File: src/rtl/mem_port_arbiter_pkg.sv
// Shared types for the IF/MEM memory port arbiter.
// States, grant owners and the latched memory command bundle.
package mem_port_arbiter_pkg;

  typedef enum logic [1:0] {
    ST_IDLE = 2'd0,
    ST_WAIT = 2'd1,
    ST_RESP = 2'd2
  } state_t;

  typedef enum logic {
    OWN_INST = 1'b0,
    OWN_DATA = 1'b1
  } own_t;

  localparam logic [3:0] WE_NONE = 4'b0000;

  typedef struct packed {
    logic [3:0]  we;
    logic [31:0] addr;
    logic [31:0] wdata;
  } mem_cmd_t;

  function automatic mem_cmd_t mk_cmd(
    input logic        we_en,
    input logic [3:0]  mask,
    input logic [31:0] addr,
    input logic [31:0] wdata
  );
    mem_cmd_t c;
    c.we    = we_en ? mask : WE_NONE;
    c.addr  = addr;
    c.wdata = wdata;
    return c;
  endfunction

endpackage

File: src/rtl/mem_port_arbiter_run.sv
// Saturating count of back-to-back data grants taken
// while a fetch waits; at_limit forces the next grant to fetch.
module arb_run_counter #(
  parameter int MAX_RUN = 4
) (
  input  logic clk,
  input  logic rst,
  input  logic clr,
  input  logic inc,
  output logic at_limit
);

  localparam int RUN_W = $clog2(MAX_RUN + 1);

  logic [RUN_W-1:0] run;

  assign at_limit = (run == RUN_W'(MAX_RUN));

  always_ff @(posedge clk) begin
    if (rst) begin
      run <= '0;
    end else if (clr) begin
      run <= '0;
    end else if (inc && !at_limit) begin
      run <= run + 1'b1;
    end
  end

endmodule

File: src/rtl/mem_port_arbiter.sv
// Arbitrates one variable-latency memory between fetch and
// load/store; data wins ties, a run counter bounds fetch delay.
import mem_port_arbiter_pkg::*;

module mem_port_arbiter #(
  parameter int MAX_DATA_RUN = 4,
  parameter int TIMEOUT      = 255,
  parameter int CNT_W        = 8
) (
  input  logic        clk,
  input  logic        rst,
  input  logic        inst_req,
  input  logic [31:0] inst_addr,
  output logic [31:0] inst_rdata,
  output logic        inst_ready,
  input  logic        data_req,
  input  logic        data_we,
  input  logic [3:0]  data_mask,
  input  logic [31:0] data_addr,
  input  logic [31:0] data_wdata,
  output logic [31:0] data_rdata,
  output logic        data_ready,
  output logic        mem_req,
  output logic [3:0]  mem_we,
  output logic [31:0] mem_addr,
  output logic [31:0] mem_wdata,
  input  logic [31:0] mem_rdata,
  input  logic        mem_ack,
  output logic        stall_if,
  output logic        stall_mem,
  output logic        bus_err
);

  state_t           state;
  own_t             own;
  mem_cmd_t         cmd;
  logic             store_q;
  logic [CNT_W-1:0] tcnt;
  logic [CNT_W-1:0] tnext;
  logic             idle;
  logic             done;
  logic             run_at_limit;
  logic             run_inc;
  logic             run_clr;
  logic             grant_data;
  logic             grant_inst;
  logic [31:0]      rsp_word;

  assign idle       = (state == ST_IDLE);
  assign grant_data = data_req & ~(inst_req & run_at_limit);
  assign grant_inst = inst_req & ~grant_data;
  assign run_inc    = idle & grant_data & inst_req;
  assign run_clr    = idle & (grant_inst | (grant_data & ~inst_req));

  assign tnext    = tcnt + 1'b1;
  assign done     = mem_ack | (tnext == CNT_W'(TIMEOUT));
  // A timed-out or store access returns zero instead of bus data.
  assign rsp_word = (mem_ack & ~store_q) ? mem_rdata : '0;

  assign mem_we    = cmd.we;
  assign mem_addr  = cmd.addr;
  assign mem_wdata = cmd.wdata;

  assign stall_if  = inst_req & ~inst_ready;
  assign stall_mem = data_req & ~data_ready;

  arb_run_counter #(
    .MAX_RUN (MAX_DATA_RUN)
  ) u_run (
    .clk      (clk),
    .rst      (rst),
    .clr      (run_clr),
    .inc      (run_inc),
    .at_limit (run_at_limit)
  );

  always_ff @(posedge clk) begin
    if (rst) begin
      state      <= ST_IDLE;
      own        <= OWN_INST;
      cmd        <= '0;
      store_q    <= 1'b0;
      tcnt       <= '0;
      mem_req    <= 1'b0;
      inst_rdata <= '0;
      data_rdata <= '0;
      inst_ready <= 1'b0;
      data_ready <= 1'b0;
      bus_err    <= 1'b0;
    end else begin
      unique case (state)
        ST_IDLE: begin
          tcnt <= '0;
          unique case (1'b1)
            grant_data: begin
              own     <= OWN_DATA;
              store_q <= data_we;
              cmd     <= mk_cmd(data_we, data_mask,
                                data_addr, data_wdata);
              mem_req <= 1'b1;
              state   <= ST_WAIT;
            end
            grant_inst: begin
              own     <= OWN_INST;
              store_q <= 1'b0;
              cmd     <= mk_cmd(1'b0, WE_NONE,
                                inst_addr, 32'h0);
              mem_req <= 1'b1;
              state   <= ST_WAIT;
            end
            default: state <= ST_IDLE;
          endcase
        end
        ST_WAIT: begin
          if (done) begin
            mem_req <= 1'b0;
            state   <= ST_RESP;
            if (!mem_ack) bus_err <= 1'b1;
            if (own == OWN_DATA) begin
              data_rdata <= rsp_word;
              data_ready <= 1'b1;
            end else begin
              inst_rdata <= rsp_word;
              inst_ready <= 1'b1;
            end
          end else begin
            tcnt <= tnext;
          end
        end
        ST_RESP: begin
          inst_ready <= 1'b0;
          data_ready <= 1'b0;
          state      <= ST_IDLE;
        end
        default: state <= ST_IDLE;
      endcase
    end
  end

endmodule

File: config.mk
export PLATFORM = sky130hd
export DESIGN_NAME = mem_port_arbiter
export DESIGN_NICKNAME = d
export VERILOG_FILES = /design/src/rtl/mem_port_arbiter_pkg.sv /design/src/rtl/mem_port_arbiter_run.sv /design/src/rtl/mem_port_arbiter.sv
export SDC_FILE = /design/constraint.sdc
export NUM_CORES = 1
export LEC_CHECK = 0
export ABC_AREA = 1
export CELL_PAD_IN_SITES_DETAIL_PLACEMENT = 0
export CELL_PAD_IN_SITES_GLOBAL_PLACEMENT = 1
export CORE_ASPECT_RATIO = 0.75
export CORE_MARGIN = 5
export CORE_UTILIZATION = 26
export CTS_CLUSTER_SIZE = 16
export DETAILED_ROUTE_END_ITERATION = 12
export HOLD_SLACK_MARGIN = 0.05
export PLACE_DENSITY_LB_ADDON = 0.1
export SLEW_MARGIN = 20
export SYNTH_ARGS = -nofsm -noshare
export SYNTH_HDL_FRONTEND = slang
export SYNTH_SLANG_ARGS = --single-unit
export TNS_END_PERCENT = 1
File: constraint.sdc
create_clock -name clk -period 2.1 [get_ports clk]
set_clock_uncertainty 0.1 [all_clocks]
set_input_delay 0.21 -clock clk [delete_from_list [all_inputs] [get_ports clk]]
set_output_delay 0.21 -clock clk [all_outputs]
set_load 0.01 [all_outputs]
==> reports/results.ini, run 1 <==
[critical_path]
critPathMostFrequentCell=nand2_1
critPathArrivalTime_ns=2.20
critPathLaunch=tcnt[0]
crit_path_top_delay_cell=dfxtp_1
cp_cell_sequence=ha_2 -> nand2_1 -> inv_1 -> nand3_1 -> nand2_1 -> nand2_1 -> nor2_2 -> nand2_2 -> nand2_4 -> nand3_2 -> buf_4 -> nand2_1 -> inv_1 -> nor2_1
critical_path.max_fanout=16
startpoint_type=flip-flop
cp_data_required_time_ns=2.36
reg2reg_from=tcnt[0]
critPathMaxStageDelay_ns=0.34
endpoint_kind=flip-flop
worst-setup-path-type=reg -> reg

[sta]
slew_violations=0
period_minus_slack_ns=1.94
fin_crit_sh_pct=92.4
max-slew-margin-rel_pct=61.0
final_hold_viol_count=0
worst_pin_slew_ns=0.585
grt_setup_unrepaired=true
fmaxAchievable_mhz=515
finalSetupViolations=0

[power_and_ir_drop]
peakVddDrop_v=0.000531
power_leakage_nw=4.60
power-per-cell-area_mw_per_mm2=732

[layout]
layout.nets=1394
utilization_pct=42.0
multiInputGateArea_mm2=0.00280
fin_cells=1598
area_growth_syn_to_layout_pct=58.7
register_area_mm2=0.00303
fillers=2575
drive_gt1_share_pct=6.43
final_standard_cell_area_without_fillers_mm2=0.0105
insertedDiodeCount=0

[synthesis]
average_size_of_a_mapped_cell_um2=6.71
syn-cell-area_mm2=0.00661
synth.yosys.seq_area_share_pct=45.8
synth_warnings=0
ys_types=26
syn_nets=1128
synth-seq-cells=151
post_synth_inst_count=984

[routing]
drt_wl_total_um=22600
drt-vias-per-instance=4.23
route.detailed.wl_per_inst_um=14.1
dr.first_iter.drc_count=255
drt.antenna.violating_nets=0
via_count=6757
dr.pass1.iters=6
remaining_drc_errors=0

[global_route]
grt.overflow.total=0
grt_max_degree=57
vias_in_the_first_global_route=6645
grt_first_pass_wirelength_um=36200
groute.usage.overall_pct=15.6
grt_antenna_before_repair=0

[clocking]
htree_num_levels=4
cts.clk_slew.worst_paths_ns=0.06
cts_max_path_buffers=2
insertion_delay_ns=0.42
hold_buffers=0
number_of_cts_inserted_buffers=17
cts_tree=built
cts-root-buf=clkbuf_16
cts_num_sinks=151

[hold_path]
min_path_type=in -> reg
hold_start=data_wdata[11]

[floorplan]
start_util_pct=26.5
io-pin-count=276
core_mm2=0.0250
dieArea_mm2=0.0287
row_count=50
die_height_um=148
die_width_um=194

[placement]
dpl_cell_area_mm2=0.00993
placed_cells_incl_taps=1569
placement.io_buffers=275
place_hpwl_um=15900
finalWeightedCongestion=0.779

[run]
cap_violations=0

[run_status]
status=complete, no violations

==> metrics by stage <==
step	setup TNS [ns]	hold WS [ns]	power, mW	setup WS (ns)
after global routing	-0.00913	0.225	8.08	-0.00872
after floorplan	0	0.253	3.90	0.155
after CTS	0	0.208	7.80	0.111
after global placement	0	0.350	4.85	0.0765
after detailed placement	0	0.354	4.84	0.0389
final	0	0.234	7.67	0.159
==> cell usage in the layout, fill, tap and decap left out, types with 2 or more instances in the layout <==
cell,synthesis,final
nand2_1,321,321
clkdlybuf4s50_1,0,274
dfxtp_1,151,148
inv_1,141,140
nor2_1,113,109
a21oi_1,51,51
nand4_1,42,42
o21ai_0,33,33
a31oi_1,32,32
buf_4,0,19
clkbuf_16,0,17
nand3_1,15,14
buf_12,0,13
clkinv_2,0,6
ha_1,6,5
nor2_2,3,4
nor2_4,0,3
nand3_2,2,3
inv_2,3,3
dfxtp_2,0,3
clkinv_1,2,2
nor3_1,2,2
clkinvlp_4,0,2
clkbuf_8,0,2
==> final timing paths <==
kind / slack [ns] / cells after the start / to
max reg2reg: 0.16 / 14 / inst_rdata[15]
max: 0.16 / 14 / inst_rdata[15]
min reg2reg: 0.36 / 2 / bus_err
min: 0.23 / 3 / mem_wdata[11]
==> power by group <==
group / internal, mW / switching, mW / total (mW)
sequential: 3.07 / 0.0996 / 3.16
combinational: 0.834 / 0.767 / 1.60
clock: 1.67 / 1.24 / 2.91
total: 5.56 / 2.11 / 7.67
==> final cells by class <==
type	count	share of cell area, %
Inverter	146	5.24
Clock inverter	9	0.752
Timing Repair Buffer	307	30.1
Clock buffer	20	4.36
Multi-Input combinational cell	627	26.7
Sequential cell	151	28.9
Tap cell	338	4.04
==> sequential cells by signal, summed over array words and instances (netlist names) <==
register and count:
store_q 1, mem_addr 32, state 2, bus_err 1
inst_rdata 32, mem_we 4, own 1, u_run.run 3
mem_req 1, data_ready 1, mem_wdata 32, inst_ready 1
data_rdata 32, tcnt 8
==> cells by family (layout without fill, tap and decap cells) <==
kind of cell | count (synthesis) | after routing | synth area share, %
and+or+nand+nor | 501 | 501 | 30.9
buffers and inverters | 206 | 482 | 12.4
adders and majority gates | 6 | 6 | 1.14
AOI/OAI and AO/OA | 120 | 120 | 9.81
DFF | 151 | 151 | 45.8
==> routing by layer <==
metal	vias up	routed length, um	part of all wire, %	global-route usage [%]
met5	-	0	0	0
met4	0	348	1.5	4.43
met3	20	1980	8.7	7.22
met2	178	9310	41	23.0
met1	2984	11000	49	20.5
li1	3575	-	-	-
==> critical path: cells and delay by family (launching register included) <==
family                     cells  cell delay [ns]
adders and majority gates      1             0.22
DFF                            1             0.34
buffers and inverters          3             0.34
and+or+nand+nor               10             0.86
==> cell usage after synthesis <==
master | count | share of area (%)
nor2_1 | 113 | 6.4
nor2_2 | 3 | 0.28
a21oi_1 | 51 | 3.9
nand2_2 | 1 | 0.095
and3_1 | 1 | 0.095
o21ai_0 | 33 | 2.5
o21bai_1 | 1 | 0.11
clkbuf_1 | 36 | 2.0
buf_2 | 13 | 0.98
nand4_1 | 42 | 4.0
buf_6 | 4 | 0.68
nor3_1 | 2 | 0.15
buf_1 | 7 | 0.40
dfxtp_1 | 151 | 46
nand2_1 | 321 | 18
nand3_2 | 2 | 0.30
clkinv_1 | 2 | 0.11
ha_1 | 6 | 1.1
o21a_1 | 1 | 0.11
nand3_1 | 15 | 1.1
a211oi_1 | 1 | 0.11
o21ai_1 | 1 | 0.076
a31oi_1 | 32 | 3.0
inv_2 | 3 | 0.17
nand2_4 | 1 | 0.17
inv_1 | 141 | 8.0
==> repair_timing <==
item / 4_1_cts / 5_1_grt
resized for setup: 0 / 8
endpoints found under the setup margin: 0 / 74
buffers inserted: 0 / 0
Power figures use the tool's default switching activity.
==> run 2: changes to the inputs <==
--- a/config.mk
+++ b/config.mk
@@ -15,7 +15,6 @@
 export DETAILED_ROUTE_END_ITERATION = 12
 export HOLD_SLACK_MARGIN = 0.05
 export PLACE_DENSITY_LB_ADDON = 0.1
-export SLEW_MARGIN = 20
 export SYNTH_ARGS = -nofsm -noshare
 export SYNTH_HDL_FRONTEND = slang
 export SYNTH_SLANG_ARGS = --single-unit
==> results of run 2 <==
The final DEF is identical to that of run 1; final timing and power are the same.
